<file path="src/rtl/step_scheduler.sv">
`timescale 1ns/1ps
// step_scheduler
//   Sequences one game step of the snake datapath: waits one tick interval,
//   pulses the direction latch, handshakes a move with the snake body logic,
//   samples the food-hit flag, and optionally handshakes food regeneration.
//   It is the single source of step timing for the game.
//
// Optional feature (macro SPEEDUP_EN): the interval shrinks by SPEEDUP per
//   body segment beyond 3, clamped at TICK_MIN. Without the macro the
//   interval is exactly TICK_FAST or TICK_SLOW and snake_length is ignored.
//
// Ports
//   clk, rst        clock; asynchronous active-low reset
//   game_state[1:0] RUNNING=00, DIE=01, INITIAL=10
//   pause, slow     level inputs: freeze timer / select TICK_SLOW
//   snake_length    body length (only used with SPEEDUP_EN)
//   get_food        head-on-food flag, sampled in CHECK
//   move_ack        snake finished the shift/grow
//   food_ack        food generator placed new food
//   dir_latch       one-cycle pulse: snake latches next_direction
//   move_req        level request to advance the snake
//   food_req        level request to regenerate food
//   step_count      completed steps since INITIAL->RUNNING, saturating
//   busy            high in LATCH, MOVE, CHECK, FOOD
//   ack_err         sticky watchdog expiry flag
//   state_dbg       current FSM state encoding
//
// Handshake: a request (move_req / food_req) rises on state entry and stays
// high until the matching ack is sampled high on a rising clock edge; it is
// never withdrawn early except by watchdog expiry or reset. An ack arriving
// in the same cycle as watchdog expiry is honoured.
module step_scheduler #(
  parameter int TICK_FAST   = 5000000,
  parameter int TICK_SLOW   = 10000000,
  parameter int TICK_MIN    = 1000000,
  parameter int SPEEDUP     = 250000,
  parameter int ACK_TIMEOUT = 1023,
  parameter int CNT_W       = 24
) (
  input  logic        clk,
  input  logic        rst,
  input  logic [1:0]  game_state,
  input  logic        pause,
  input  logic        slow,
  input  logic [5:0]  snake_length,
  input  logic        get_food,
  input  logic        move_ack,
  input  logic        food_ack,
  output logic        dir_latch,
  output logic        move_req,
  output logic        food_req,
  output logic [15:0] step_count,
  output logic        busy,
  output logic        ack_err,
  output logic [2:0]  state_dbg
);

  localparam logic [1:0] GS_RUNNING = 2'b00;
  localparam logic [1:0] GS_INITIAL = 2'b10;
  localparam int WD_W = (ACK_TIMEOUT > 1) ? $clog2(ACK_TIMEOUT) : 1;
  localparam logic [WD_W-1:0] WD_LAST = WD_W'(ACK_TIMEOUT - 1);

  typedef enum logic [2:0] {
    S_IDLE  = 3'd0,
    S_WAIT  = 3'd1,
    S_LATCH = 3'd2,
    S_MOVE  = 3'd3,
    S_CHECK = 3'd4,
    S_FOOD  = 3'd5
  } state_t;

  state_t           state_q, state_d;
  logic [CNT_W-1:0] cnt_q, cnt_d;
  logic [WD_W-1:0]  wd_q, wd_d;
  logic [15:0]      steps_q, steps_d;
  logic             err_q, err_d;
  logic [1:0]       prev_gs_q, prev_gs_d;
  logic [CNT_W-1:0] interval;
  logic             running, tick, leave, count;

`ifdef SPEEDUP_EN
  // Wide intermediate so (length-3)*SPEEDUP cannot wrap before the clamp.
  localparam int CALC_W = CNT_W + 6;
  logic [CALC_W-1:0] len_m3, reduction, base_ext, min_ext;
  always_comb begin
    len_m3    = (snake_length < 6'd3) ? '0 : CALC_W'(snake_length - 6'd3);
    reduction = len_m3 * CALC_W'(SPEEDUP);
    base_ext  = slow ? CALC_W'(TICK_SLOW) : CALC_W'(TICK_FAST);
    min_ext   = CALC_W'(TICK_MIN);
    if (base_ext <= reduction + min_ext) interval = CNT_W'(min_ext);
    else                                 interval = CNT_W'(base_ext - reduction);
  end
`else
  localparam int unused_speedup_cfg = TICK_MIN + SPEEDUP;
  logic unused_len;
  assign unused_len = ^snake_length;
  assign interval   = slow ? CNT_W'(TICK_SLOW) : CNT_W'(TICK_FAST);
`endif

  assign running = (game_state == GS_RUNNING);
  // Compared against the live counter, so a shorter interval selected
  // mid-count fires on the next unpaused cycle.
  assign tick    = !pause && (cnt_q >= interval - CNT_W'(1));
  assign prev_gs_d = game_state;

  always_comb begin
    state_d = state_q;
    cnt_d   = cnt_q;
    wd_d    = '0;
    steps_d = steps_q;
    err_d   = err_q;
    leave   = 1'b0;
    count   = 1'b0;
    case (state_q)
      S_IDLE: begin
        if (running) begin
          state_d = S_WAIT;
          cnt_d   = '0;
          if (prev_gs_q == GS_INITIAL) steps_d = '0;
        end
      end
      S_WAIT: begin
        if (!running) begin
          state_d = S_IDLE;
        end else if (tick) begin
          state_d = S_LATCH;
          cnt_d   = '0;
        end else if (!pause) begin
          cnt_d = cnt_q + CNT_W'(1);
        end
      end
      S_LATCH: state_d = S_MOVE;
      S_MOVE: begin
        if (move_ack) begin
          state_d = S_CHECK;
        end else if (wd_q == WD_LAST) begin
          err_d = 1'b1;
          leave = 1'b1;
        end else begin
          wd_d = wd_q + WD_W'(1);
        end
      end
      S_CHECK: begin
        if (get_food) state_d = S_FOOD;
        else begin
          leave = 1'b1;
          count = 1'b1;
        end
      end
      S_FOOD: begin
        if (food_ack) begin
          leave = 1'b1;
          count = 1'b1;
        end else if (wd_q == WD_LAST) begin
          err_d = 1'b1;
          leave = 1'b1;
        end else begin
          wd_d = wd_q + WD_W'(1);
        end
      end
      default: state_d = S_IDLE;
    endcase
    if (count && (steps_q != 16'hFFFF)) steps_d = steps_q + 16'd1;
    if (leave) begin
      state_d = running ? S_WAIT : S_IDLE;
      cnt_d   = '0;
    end
  end

  always_ff @(posedge clk or negedge rst) begin
    if (!rst) begin
      state_q   <= S_IDLE;
      cnt_q     <= '0;
      wd_q      <= '0;
      steps_q   <= '0;
      err_q     <= 1'b0;
      prev_gs_q <= 2'b00;
    end else begin
      state_q   <= state_d;
      cnt_q     <= cnt_d;
      wd_q      <= wd_d;
      steps_q   <= steps_d;
      err_q     <= err_d;
      prev_gs_q <= prev_gs_d;
    end
  end

  assign dir_latch  = (state_q == S_LATCH);
  assign move_req   = (state_q == S_MOVE);
  assign food_req   = (state_q == S_FOOD);
  assign busy       = (state_q == S_LATCH) || (state_q == S_MOVE) ||
                      (state_q == S_CHECK) || (state_q == S_FOOD);
  assign step_count = steps_q;
  assign ack_err    = err_q;
  assign state_dbg  = state_q;

endmodule

</file>
<file path="config.mk">
export PLATFORM = sky130hd
export DESIGN_NAME = step_scheduler
export DESIGN_NICKNAME = d
export VERILOG_FILES = /design/src/rtl/step_scheduler.sv
export SDC_FILE = /design/constraint.sdc
export NUM_CORES = 1
export LEC_CHECK = 0
export BUFFER_PORTS_ARGS = -buffer_cell sky130_fd_sc_hd__buf_2
export CAP_MARGIN = 20
export CORE_ASPECT_RATIO = 0.6
export CORE_MARGIN = 3
export CORE_UTILIZATION = 63
export CTS_BUF_LIST = sky130_fd_sc_hd__clkbuf_4 sky130_fd_sc_hd__clkbuf_8 sky130_fd_sc_hd__clkbuf_16
export CTS_CLUSTER_DIAMETER = 30
export DETAILED_ROUTE_END_ITERATION = 6
export GPL_TIMING_DRIVEN = 0
export PLACE_DENSITY = 0.89
export SLEW_MARGIN = 10
export SYNTH_ARGS = -nofsm -noshare
export SYNTH_HDL_FRONTEND = slang
export SYNTH_SLANG_ARGS = --single-unit
</file>
<file path="constraint.sdc">
create_clock -name clk -period 4.3 [get_ports clk]
set_input_delay 1.075 -clock clk [delete_from_list [all_inputs] [get_ports clk]]
set_output_delay 1.075 -clock clk [all_outputs]
set_load 0.01 [all_outputs]
</file>
# Word-level counts from Yosys, hierarchy flattened

Index checks and enable logic that the tools add are counted.

Magnitude comparators: 1
Add/subtract/negate cells: 4
Equal/unequal tests: 17
Reductions and logical operators: 17
Muxes and demuxes: 34

Operator list:

| kind                                                                   | number |
|---|---|
| 24-bit 2-to-1 mux                                                      | 6 |
| 16-bit 2-to-1 mux                                                      | 4 |
| 24-bit case mux with 2 select lines                                    | 1 |
| 10-bit 2-to-1 mux                                                      | 3 |
| 24-bit by 1-bit adder with 24-bit output (second input constant)       | 1 |
| 24-bit >= comparator                                                   | 1 |
| 24-bit by 1-bit subtractor with 24-bit output (second input constant)  | 1 |
| 10-bit case mux with 2 select lines                                    | 1 |
| 3-bit 2-to-1 mux                                                       | 6 |
| 3-bit case mux with 6 select lines                                     | 1 |
| 16-bit by 1-bit adder with 16-bit output (second input constant)       | 1 |
| 16-bit inequality test (second input constant)                         | 1 |
| 10-bit by 1-bit adder with 10-bit output (second input constant)       | 1 |
| 10-bit equality test (second input constant)                           | 1 |
| 1-bit 2-to-1 mux                                                       | 9 |
| 3-bit inequality test (second input constant)                          | 3 |
| 4-bit inequality test (second input constant)                          | 2 |
| 2-bit nonzero test                                                     | 4 |
| 3-bit by 2-bit equality test with 1-bit output (second input constant) | 2 |
| 3-bit equality test (second input constant)                            | 2 |
| 3-bit AND reduction                                                    | 2 |
| 5-bit AND reduction                                                    | 1 |
| 2-bit inequality test (second input constant)                          | 2 |
| 1-bit case mux with 2 select lines                                     | 2 |
| 12 further kinds                                                       | 15 |

Register bits: 56
Input bits: 15
Output and inout bits: 24
Word-level logic and storage cells: 79

# Logic depth before layout (Yosys ltp)

Depth in word-level cells: 8
Depth in mapped cells: 10
Mapped depth without buffers: 8

# Least setup slack after synthesis

No wires, ideal clock.

Kind: in2reg
Start: input port slow
End: register cnt_q[22]
Buffers on the path: 2
Arrival time: 2.591 ns
Slack: 1.580 ns
Required time: 4.171 ns
Cell stages on the path: 10
Library setup time: 0.129 ns
Path through: inv_1 > ha_1 > nand4_1 > nor4_2 > o311ai_1 > a31o_1 > buf_6 > buf_6 > a32oi_2 > o31ai_2

Longest elaborated chain between the ends: 8
Elaborated cells between the ends (all ways): 10
Those cells by class: 1 x add/sub; 1 x order compare; 1 x eq/ne; 5 x mux; 2 x reduce/logical

Ends and longest elaborated chain:

| what                                            | RTL line | text |
|---|---|---|
| from (decl)                                     | 44       | `input logic slow,` |
| 24-bit 2-to-1 mux *                             | 97       | `assign interval = slow ? CNT_W'(TICK_SLOW) : CNT_W'(TICK_FAST);` |
| 24-bit by 1-bit subtractor with 24-bit output * | 103      | `assign tick = !pause && (cnt_q >= interval - CNT_W'(1));` |
| 24-bit >= comparator *                          | 103      |  |
| 1-bit logical AND *                             | 103      |  |
| 24-bit 2-to-1 mux                               | 125      | `end else if (tick) begin` |
| 24-bit 2-to-1 mux                               | 123      | `if (!running) begin` |
| 24-bit case mux with 2 select lines             | 114      | `case (state_q)` |
| 24-bit 2-to-1 mux                               | 164      | `if (leave) begin` |
| to (signal assigned)                            | 180      | `cnt_q <= cnt_d;` |
| to (decl)                                       | 73       | `logic [CNT_W-1:0] cnt_q, cnt_d;` |

Mark *: on every way between the ends. The rest lies on a longest branch, timed or not. The select of a mux whose other input is x is not followed.
A chain may end at the register's enable or synchronous reset.

# Worst setup path after layout

Start: input port slow
End: register cnt_q[9]

Same word-level chain as after synthesis.

==> flow_metrics.tcl <==
set metrics [dict create \
    status "completed" \
    regToRegSetupSlack_ns 1.70 \
    syn_to_final_growth_pct 10.3 \
    clk_pin_slew_ns 0.10 \
    first_iter_violations 262 \
    seq_area_frac_synth 0.399 \
    power.density_nw_per_um2 301 \
    ctsResizeCount 0 \
    syn_area_um2 3510 \
    clock_latency_ns 0.32 \
    final_nets 450 \
    stdcell_count 487 \
    first_global_vias 3147 \
    cts.htree.levels 2 \
    slew_headroom 0.300 \
    netlist_top_cells_count "dfrtp_1 (56), nor2_1 (33), nand3_1 (31)" \
    die-area_um2 6540 \
    setup.worst_path.start_class "input port" \
    first_pass_iters 5 \
    io-pin-count 39 \
    p_leak_nw 1.72 \
    r2r_start "state_dbg[0]" \
    numCtsBuffers 5 \
    max_cap_viol_count 0 \
    routed_wl_um 8850 \
    place_inst 479 \
    synth_most_common_cell "dfrtp_1" \
    hold_path.class "register to register" \
    row_count 20 \
    cts_sinks 56 \
    syn_inst 380 \
    die_w_um 102 \
    cts_tree "done" \
    drc 0 \
    endpoint_kind "register" \
    antenna_left 0 \
    min_period_over_period 0.703 \
    synth_nets 410 \
    cp-endpoint "cnt_q[9]" \
    criticalPathCategory "input port to register" \
    slew_viol_final 0 \
    wire_per_inst_um 18.2 \
    r2r-end "cnt_q[23]" \
    grt_pass1_wl_um 15200 \
    synth_edf_count 0 \
    dp_hpwl_um 6470 \
    synth.distinct_cells 56 \
    peakVddDrop_mv 0.210 \
    avgViaCountPerCell 6.63 \
    root_buffer "clkbuf_8" \
    rsz0062_at_grt "no" \
    grt_max_degree 36 \
    gr-total-overflow 0 \
    synthFlopType "dfrtp_1" \
    die-height_um 63.8 \
    vias 3229 \
    worstPathMaxFanout 10 \
    yosys-top-cells-area "dfrtp_1 (40%), ha_1 (5.3%), nand3_1 (4.4%), o21ai_0 (3.6%), nor2_1 (3.5%)" \
    path_buf_inv 3 \
    hold_viol 0 \
    drive_gt1_frac 0.185 \
    fin_crit_ns 3.02 \
    synth_top_area_frac 0.399 \
    arrival_ns 3.25 \
    tightest_slew_ns 1.05 \
    num_antenna_cells 0 \
    core_um2 5230 \
    antenna_found_initial 0 \
    cts_max_path_buffers 2 \
    total_power_mw 1.16 \
    fin_skew_ns 0.00381 \
    synth_seq_cells 56 \
    cts_setup_buffers 0 \
    async_flop_share 1.00 \
    tns_ns 0 \
    synth.avg_cell_area_um2 9.24 \
    n_fill_cell 404 \
    path_delay_family "buffers and inverters" \
    numPortBuffers 32 \
    grt_usage 0.292 \
    synth_largest_area_cell "dfrtp_1" \
    clock.fmax_mhz 331 \
    cp.required_ns 4.53 \
    rr_worst_depth 7 \
    cpPeakStageDelay_ns 0.55 \
    slowest_stage "clkbuf_1" \
    postCtsHoldBufs 0 \
    path_depth 10 \
    crit_chain "buf_2 > inv_1 > ha_1 > a21oi_1 > nand2_1 > o211ai_1 > clkbuf_1 > and4_1 > a22oi_2 > o31ai_2" \
    initial_core_util 0.672 \
    gp_congestion 0.931 \
    cp-startpoint "slow" \
    yosysWarnings 0 \
    setup_viol 0 \
]
state kept, by name, indices dropped and copies added (netlist names):
| register | cells |
|---|---|
| state_dbg | 3 |
| ack_err | 1 |
| wd_q | 10 |
| cnt_q | 24 |
| prev_gs_q | 2 |
| step_count | 16 |
cell usage in the layout (no fill, tap or decap), types with 4 or more instances in the layout:
cell type and count:
dfrtp_1 56, buf_2 39, nor2_1 33, nand3_1 31, nand2_1 26, o21ai_0 25, o31ai_1 16, ha_1 15
and3_1 13, nand4_1 13, nand2b_1 10, inv_1 9, and4_1 8, and2_1 7, o211ai_1 7, xor2_1 6
a21oi_1 6, nor2b_1 6, a32oi_1 6, clkbuf_8 6, a31oi_1 5, nor3_1 4, buf_6 4, o21ai_1 4
o31ai_2 4, a22oi_1 4
area by class of cell:
type                       count  area, um^2  share of cell area
multi-input combinational    295        1950               0.503
sequential                    56        1400               0.362
timing repair buffer          33         180              0.0465
buffer                        20         129              0.0333
clock buffer                   6        82.6              0.0213
tap                           66        82.6              0.0213
inverter                       9        33.8             0.00872
clock inverter                 2        15.0             0.00388
cells by family after synthesis:
family / after synthesis / synth area share
xor gates and xnor gates: 9 / 0.0224
DFF: 56 / 0.399
AOI/OAI and AO/OA: 98 / 0.201
adders and majority gates: 15 / 0.0534
and+or+nand+nor: 173 / 0.278
buffers and inverters: 29 / 0.0463
report_power, final:
| part | leakage, nW | internal [mW] | switching, mW |
|---|---|---|---|
| sequential | 0.771 | 0.555 | 0.0276 |
| combinational | 0.903 | 0.0907 | 0.177 |
| clock | 0.0434 | 0.131 | 0.183 |
| total | 1.72 | 0.777 | 0.388 |
through the flow:
| stage | worst slack [ns] | utilization | hold slack (ns) | area [um^2] |
|---|---|---|---|---|
| 6_report | 1.28 | 0.740 | 0.496 | 3870 |
| 5_1_grt | 1.12 | 0.740 | 0.527 | 3870 |
| 4_1_cts | 1.31 | 0.740 | 0.504 | 3870 |
| 3_5_place_dp | 0.976 | 0.722 | 0.477 | 3770 |
| 3_3_place_gp | 1.06 | 0.718 | 0.468 | 3750 |
| 2_1_floorplan | 1.58 | - | 0.487 | 3510 |
per-layer routing:
metal	vias up	GRT usage	share of wire
li1	1504	-	-
met1	1566	0.434	0.46
met2	148	0.429	0.45
met3	11	0.0545	0.076
met4	0	0.0982	0.0086
met5	-	0	0
worst min path at each step:
| stage | cells past startpoint | slack (ns) | from | to |
|---|---|---|---|---|
| after floorplan | 1 | 0.49 | wd_q[0] | wd_q[0] |
| after global placement | 1 | 0.47 | ack_err | ack_err |
| after detailed placement | 1 | 0.48 | ack_err | ack_err |
| after CTS | 1 | 0.50 | ack_err | ack_err |
| after global routing | 1 | 0.53 | ack_err | ack_err |
| final | 1 | 0.50 | ack_err | ack_err |
Power figures use the tool's default switching activity.
